[src/rtl/ins_seq.sv]
// Instruction sequencer: owns the PC, fetches words from instruction memory and
// steps each through decode/execute. Optional fetch timeout: INS_SEQ_FETCH_TIMEOUT_EN.
//
// state  | meaning
// IDLE   | quiet, waiting for start
// FETCH  | read request at PC held until memory answers
// DECODE | one-cycle INS_valid pulse, jump select presented
// EXEC   | waiting for EX_done, then pick next PC from J
// HALT   | all-ones word fetched (or fetch timeout); done high

module ins_seq #(
  parameter int ADDR_W = 8,
  parameter int INS_W  = 16
) (
  input  logic              clk,
  input  logic              rst,
  input  logic              start,
  output logic [ADDR_W-1:0] IM_addr,
  output logic              IM_rd,
  input  logic [INS_W-1:0]  IM_data,
  input  logic              IM_valid,
  output logic [INS_W-1:0]  INS,
  output logic              INS_valid,
  output logic [3:0]        JMP_sel,
  input  logic              J,
  input  logic              EX_done,
  output logic [ADDR_W-1:0] PC,
  output logic              done,
  output logic              err
);

  typedef enum logic [2:0] {
    S_IDLE,
    S_FETCH,
    S_DECODE,
    S_EXEC,
    S_HALT
  } state_t;

  localparam logic [INS_W-1:0] HALT_WORD = '1;

  state_t state;

  assign IM_addr = PC;

`ifdef INS_SEQ_FETCH_TIMEOUT_EN
  // Down-counter reloaded on every FETCH entry; terminal count zero means
  // 255 cycles have passed without a memory response.
  localparam logic [7:0] TMO_LOAD = 8'd255;
  logic [7:0] tmo_cnt;
  logic       err_q;

  assign err = err_q;
`else
  assign err = 1'b0;
`endif

  always_ff @(posedge clk) begin
    if (rst) begin
      state     <= S_IDLE;
      PC        <= '0;
      INS       <= '0;
      IM_rd     <= 1'b0;
      INS_valid <= 1'b0;
      JMP_sel   <= 4'd0;
      done      <= 1'b0;
`ifdef INS_SEQ_FETCH_TIMEOUT_EN
      tmo_cnt   <= TMO_LOAD;
      err_q     <= 1'b0;
`endif
    end else begin
      INS_valid <= 1'b0;
      case (state)
        S_IDLE: begin
          if (start) begin
            state <= S_FETCH;
            PC    <= '0;
            IM_rd <= 1'b1;
`ifdef INS_SEQ_FETCH_TIMEOUT_EN
            tmo_cnt <= TMO_LOAD;
`endif
          end
        end

        S_FETCH: begin
          if (IM_valid) begin
            INS   <= IM_data;
            IM_rd <= 1'b0;
            if (IM_data == HALT_WORD) begin
              state <= S_HALT;
              done  <= 1'b1;
            end else begin
              state     <= S_DECODE;
              INS_valid <= 1'b1;
              JMP_sel   <= IM_data[INS_W-1 -: 4];
            end
          end
`ifdef INS_SEQ_FETCH_TIMEOUT_EN
          else if (tmo_cnt == 8'd0) begin
            state <= S_HALT;
            IM_rd <= 1'b0;
            done  <= 1'b1;
            err_q <= 1'b1;
          end else begin
            tmo_cnt <= tmo_cnt - 8'd1;
          end
`endif
        end

        S_DECODE: begin
          state <= S_EXEC;
        end

        S_EXEC: begin
          if (EX_done) begin
            PC      <= J ? INS[ADDR_W-1:0] : PC + 1'b1;
            state   <= S_FETCH;
            IM_rd   <= 1'b1;
            JMP_sel <= 4'd0;
`ifdef INS_SEQ_FETCH_TIMEOUT_EN
            tmo_cnt <= TMO_LOAD;
`endif
          end
        end

        S_HALT: begin
          if (start) begin
            state <= S_FETCH;
            PC    <= '0;
            IM_rd <= 1'b1;
            done  <= 1'b0;
`ifdef INS_SEQ_FETCH_TIMEOUT_EN
            tmo_cnt <= TMO_LOAD;
            err_q   <= 1'b0;
`endif
          end
        end

        default: state <= S_IDLE;
      endcase
    end
  end

endmodule

[config.mk]
export PLATFORM = sky130hd
export DESIGN_NAME = ins_seq
export DESIGN_NICKNAME = d
export VERILOG_FILES = /design/src/rtl/ins_seq.sv
export SDC_FILE = /design/constraint.sdc
export NUM_CORES = 1
export LEC_CHECK = 0
export ABC_AREA = 1
export CAP_MARGIN = 20
export CORE_ASPECT_RATIO = 0.5
export CORE_UTILIZATION = 62
export DETAILED_ROUTE_END_ITERATION = 8
export DONT_BUFFER_PORTS = 1
export GPL_TIMING_DRIVEN = 0
export HOLD_SLACK_MARGIN = 0.08
export MAX_ROUTING_LAYER = met4
export PLACE_DENSITY = 0.78
export SYNTH_ARGS = -nofsm -noshare
export SYNTH_HDL_FRONTEND = slang
export SYNTH_SLANG_ARGS = --single-unit
[constraint.sdc]
create_clock -name clk -period 1.6 [get_ports clk]
set_clock_uncertainty 0.05 [all_clocks]
set_input_delay 0.32 -clock clk [delete_from_list [all_inputs] [get_ports clk]]
set_output_delay 0.32 -clock clk [all_outputs]
set_load 0.05 [all_outputs]
==> metrics.csv, run 1 <==
metric,value,unit
grt-busiest-layer,met2,
yosys-top-cells-count,"50 x nand2_1, 50 x nor2_1, 34 x dfxtp_1",
slowest_delay,0.57,ns
whs,0.1128,ns
ir_drop,633.9,uV
die_h,39.09,um
avgSynthCellArea,6.741,um^2
yosys.area.top_type,dfxtp_1,
status,"finished, final reports clean",
synth_top_area_share,0.3991,
path_delay_family,flip-flops,
power_density,1253,mW/mm^2
seqCellArea,696.9,um^2
grt_pass1_wl,5934,um
cts_buffer_depth,2,
fin_crit,1.509,ns
drive_gt1_frac,0.1686,
rows,13,
diodes,0,
antenna_found_initial,0,
endpoint_kind,output pin,
grt.overflow.total,0,
slowest_stage,dfxtp_2,
rsz0062_at_grt,yes,
final_max_slew_viol_count,0,
place_congestion,0.7788,
max-slew-margin-rel,0.5955,
drc,0,
firstDrtPassIters,4,
setup_viol,0,
start_util,0.6553,
grtUsageMet3,0.1035,
worst_slew_pin_slew,0.6060,ns
fin_util,0.7197,
finalHoldViolations,0,
worst_setup_path_start_kind,flop,
worstSetupPathType,reg2out,
grt_max_degree,12,
setup_ws,0.09066,ns
root_buffer,clkbuf_8,
cts_tree,done,
cap_violations,0,
syn2layout_area_growth,9.831,%
synthesis.area,0.001705,mm^2
placedCellCount,290,
leakagePower,0.8091,nW
grt_usage,0.2772,
synthCells,253,
synth_warnings,0,
syn_nets,276,
cts.clk_slew.worst_paths,0.07,ns
viasPerCell,5.285,
die-width,76.17,um
fin_cells,298,
clock.fmax,0.6625,GHz
wl_per_cell,13.01,um
arrival,1.14,ns
num_vias,1575,
cts_inserted_buffers,5,
grt_pass1_vias,1342,
hold_buffers,0,
io_pins,62,
yosysSeqAreaShare,0.3991,
fillers,226,
total_power,2.347,mW
fin_crit_sh,0.9433,
port_buffers,0,
design.core.area,0.002603,mm^2
drt-total-wl,3878,um
dieArea,0.002977,mm^2
met2_usage,0.4614,
ys_types,25,
hold_path.class,in2reg,
use_met1,0.3184,
cts_setup_buffers,0,
yosys-top-cells-area,"dfxtp_1 40%, nand2_1 11%, nor2_1 11%",
multiInputGateArea,827.0,um^2
ys_async_sr_fraction,0,
drt-initial-drc-count,64,
cp.required,1.23,ns
ant_nets,0,
crit_buf_inv,1,
synth_seq_cells,34,
synth_edf_count,0,
dp_hpwl,2861,um
clock_latency,0.29,ns
cts_sinks,34,
synth_ff_type,dfxtp_1,
finalNetCount,283,
crit_chain,buf_4,
cts_max_level,2,
dp_slack,-0.06026,ns
critPathMaxFanout,8,
-- per-layer routing --
metal / vias up / wire length [um]
met3: 6 / 277
met2: 48 / 1692
met1: 706 / 1872
met5: - / 0
met4: 0 / 36
li1: 815 / -
-- layout by cell type (no fill, tap or decap), drive strengths merged --
cell,count
conb,1
o21ai,27
buf,15
nand4,3
a31oi,1
nand2,53
clkinv,2
dfxtp,34
o211a,1
xnor2,2
clkbuf,8
nand3,13
inv,21
a21oi,24
ha,1
clkinvlp,1
nor2,53
nor3,1
-- state kept, by name, summed over array words and instances (netlist names) --
register   flops
IM_addr        8
INS_valid      1
state          3
IM_rd          1
done           1
INS           16
JMP_sel        4
-- area by class of cell --
type                            count  share of cell area
Buffer                             17             0.06680
Clock buffer                        6             0.04409
Clock inverter                      2            0.006680
Inverter                           22             0.04409
Multi-Input combinational cell    180              0.4415
Sequential cell                    34              0.3721
Tap cell                           37             0.02472
-- per-stage QoR --
step,TNS (ns),cell area [um^2]
final,0,1873
after CTS,0,1857
after global routing,-0.01561,1873
after global placement,-0.03126,1754
after detailed placement,-0.08022,1754
after floorplan,0,1708
-- power breakdown --
| group | internal [mW] | switching [mW] |
|---|---|---|
| Sequential | 0.932 | 0.329 |
| Combinational | 0.145 | 0.265 |
| Clock | 0.346 | 0.330 |
-- logic make-up after synthesis --
| group | count (synthesis) | share of synthesized area |
|---|---|---|
| buffers and inverters | 39 | 0.1218 |
| AOI/OAI and AO/OA | 53 | 0.1592 |
| DFF | 34 | 0.3991 |
| xor gates and xnor gates | 2 | 0.01027 |
| and+or+nand+nor | 123 | 0.3001 |
| other | 1 | 0.002199 |
| adders and majority gates | 1 | 0.007336 |
-- what timing repair did --
action,4_1_cts,5_1_grt
setup endpoints to repair,8,8
gates resized for setup,6,6
pin swaps,0,0
-- worst paths after layout --
kind / cells after the start / end / start / slack, ns
setup / recovery: 1 / PC[3] / IM_addr[3]$_SDFFE_PP0P_ / 0.09
hold / removal: 2 / INS[2]$_SDFFE_PP0P_ / IM_data[2] / 0.11
setup reg to reg: 6 / IM_addr[6]$_SDFFE_PP0P_ / IM_addr[1]$_SDFFE_PP0P_ / 0.13
hold reg to reg: 2 / IM_addr[1]$_SDFFE_PP0P_ / IM_addr[1]$_SDFFE_PP0P_ / 0.55
(Power assumes the default switching activity.)
==> inputs of run 2 (changes only) <==
--- a/config.mk
+++ b/config.mk
@@ -11,10 +11,10 @@
 export CORE_UTILIZATION = 62
 export DETAILED_ROUTE_END_ITERATION = 8
 export DONT_BUFFER_PORTS = 1
-export GPL_TIMING_DRIVEN = 0
 export HOLD_SLACK_MARGIN = 0.08
 export MAX_ROUTING_LAYER = met4
 export PLACE_DENSITY = 0.78
+export SKIP_LAST_GASP = 1
 export SYNTH_ARGS = -nofsm -noshare
 export SYNTH_HDL_FRONTEND = slang
 export SYNTH_SLANG_ARGS = --single-unit
==> metrics.csv, run 2 (synthesized netlist as in run 1, its figures left out) <==
metric,value,unit,change
status,"finished, final reports clean",,unchanged
rsz0062_at_grt,no,,was yes
start_util,0.6553,,unchanged
drt-total-wl,4117,um,was 3878 um
whs,0.1128,ns,about the same
power_density,1384,mW/mm^2,was 1253 mW/mm^2
seqCellArea,684.4,um^2,was 696.9 um^2
leakagePower,0.8583,nW,was 0.8091 nW
grt_pass1_wl,6513,um,was 5934 um
grt_usage,0.3080,,was 0.2772
die_h,39.09,um,unchanged
placed_cell_area,0.001772,mm^2,was 0.001754 mm^2
ir_drop,853.4,uV,was 633.9 uV
use_met1,0.3585,,was 0.3184
num_vias,1649,,"was 1,575"
syn2layout_area_growth,13.06,%,was 9.831%
arrival,1.62,ns,was 1.14 ns
dp_hpwl,2873,um,was 2861 um
fin_area,0.001928,mm^2,was 0.001873 mm^2
finalNetCount,286,,was 283
cts_tree,done,,unchanged
fin_crit,1.488,ns,was 1.509 ns
worst_slew_pin_slew,0.5328,ns,was 0.6060 ns
fin_crit_sh,0.9301,,was 0.9433
grt_pass1_vias,1493,,"was 1,342"
max-slew-margin-rel,0.6443,,was 0.5955
clock_latency,0.29,ns,about the same
diodes,0,,unchanged
antenna_found_initial,0,,unchanged
grt.overflow.total,0,,unchanged
rows,13,,unchanged
worst_setup_path_start_kind,flop,,unchanged
regMostFlops,INS,,unchanged
fin_util,0.7409,,was 0.7197
grtUsageMet3,0.09647,,was 0.1035
largest_register_ffs,16,,unchanged
worstSetupPathType,reg2reg,,was reg2out
critPathMaxFanout,11,,was 8
cts_buffer_depth,2,,unchanged
drc,0,,unchanged
place_congestion,0.7841,,was 0.7788
ant_nets,0,,unchanged
cp.required,1.73,ns,was 1.23 ns
io_pins,62,,unchanged
cts_sinks,34,,unchanged
finalHoldViolations,0,,unchanged
setup_viol,0,,unchanged
fillers,221,,was 226
drt-initial-drc-count,113,,was 64
cap_violations,0,,unchanged
multiInputGateArea,817.0,um^2,was 827.0 um^2
port_buffers,0,,unchanged
design.core.area,0.002603,mm^2,unchanged
clock.fmax,0.6720,GHz,was 0.6625 GHz
grt_max_degree,24,,was 12
drive_gt1_frac,0.1515,,was 0.1686
dieArea,0.002977,mm^2,unchanged
fin_setup_tns,0,ns,unchanged
cts_setup_buffers,0,,unchanged
grt-busiest-layer,met2,,unchanged
hold_path.class,in2reg,,unchanged
final_max_slew_viol_count,0,,unchanged
cts.clk_slew.worst_paths,0.07,ns,about the same
wl_per_cell,13.68,um,was 13.01 um
cts_inserted_buffers,5,,unchanged
layout_common_cells,"50 x nand2_1, 50 x nor2_1, 31 x dfxtp_1",,"was 50 x nand2_1, 49 x nor2_1, 25 x dfxtp_1"
cts_max_level,2,,unchanged
root_buffer,clkbuf_8,,unchanged
met2_usage,0.5091,,was 0.4614
viasPerCell,5.478,,was 5.285
firstDrtPassIters,4,,unchanged
die-width,76.17,um,unchanged
endpoint_kind,flop,,was output pin
-- run 2: final timing paths --
kind | startpoint | end | slack [ns] | cells past startpoint
max | state[1]$_SDFFE_PP0P_ | IM_addr[2]$_SDFFE_PP0P_ | 0.11 | 7
min | IM_data[10] | INS[10]$_SDFFE_PP0P_ | 0.11 | 2
max reg2reg | state[1]$_SDFFE_PP0P_ | IM_addr[2]$_SDFFE_PP0P_ | 0.11 | 7
min reg2reg | INS[4]$_SDFFE_PP0P_ | INS[4]$_SDFFE_PP0P_ | 0.43 | 2
-- run 2: worst max-delay path, cell delays in order, from the launching register on --
cell and delay [ns]:
dfxtp_1 0.44, inv_1 0.13, nand2_1 0.19, nand2_1 0.11, nand2_2 0.19, nor2_1 0.08
nor2_1 0.12, nor2_1 0.07
-- run 2: cell type report --
cell class,count,area share
clock buffer,6,0.04283
clock inverter,2,0.03115
inverter,22,0.04413
multi-input combinational,180,0.4238
sequential,34,0.3550
tap,37,0.02401
timing repair buffer,20,0.07917
-- run 2: routing by layer --
metal	vias up	part of all wire	wire length (um)
met5	-	0	0
met4	0	0.017	69
met3	10	0.092	378
met2	76	0.46	1890
met1	740	0.43	1779
li1	823	-	-
-- run 2: what timing repair did --
item / CTS / global route
hold buffers: 1 / 0
endpoints found under the setup margin: 0 / 17
hold endpoints to repair: 10 / 0
gates resized for setup: 0 / 4
-- run 2: per-stage QoR --
| stage | setup WS (ns) | power (mW) | instances |
|---|---|---|---|
| 6_report | 0.1119 | 2.668 | 301 |
| 2_1_floorplan | 0.08856 | 1.599 | 253 |
| 4_1_cts | 0.07818 | 2.666 | 301 |
| 5_1_grt | 0.01182 | 2.762 | 301 |
| 3_5_place_dp | 0.08437 | 1.677 | 292 |
| 3_3_place_gp | 0.1610 | 1.663 | 292 |
-- run 2: where the power goes --
part	total, mW	internal, mW	switching, mW
clock network	0.987	0.664	0.322
logic	0.531	0.148	0.383
registers	1.15	0.932	0.219
==> inputs of run 3 (changes only) <==
--- a/config.mk
+++ b/config.mk
@@ -6,7 +6,6 @@
 export NUM_CORES = 1
 export LEC_CHECK = 0
 export ABC_AREA = 1
-export CAP_MARGIN = 20
 export CORE_ASPECT_RATIO = 0.5
 export CORE_UTILIZATION = 62
 export DETAILED_ROUTE_END_ITERATION = 8
==> results of run 3 <==
Same layout as run 2: the final DEF is identical, and so are final timing and power.
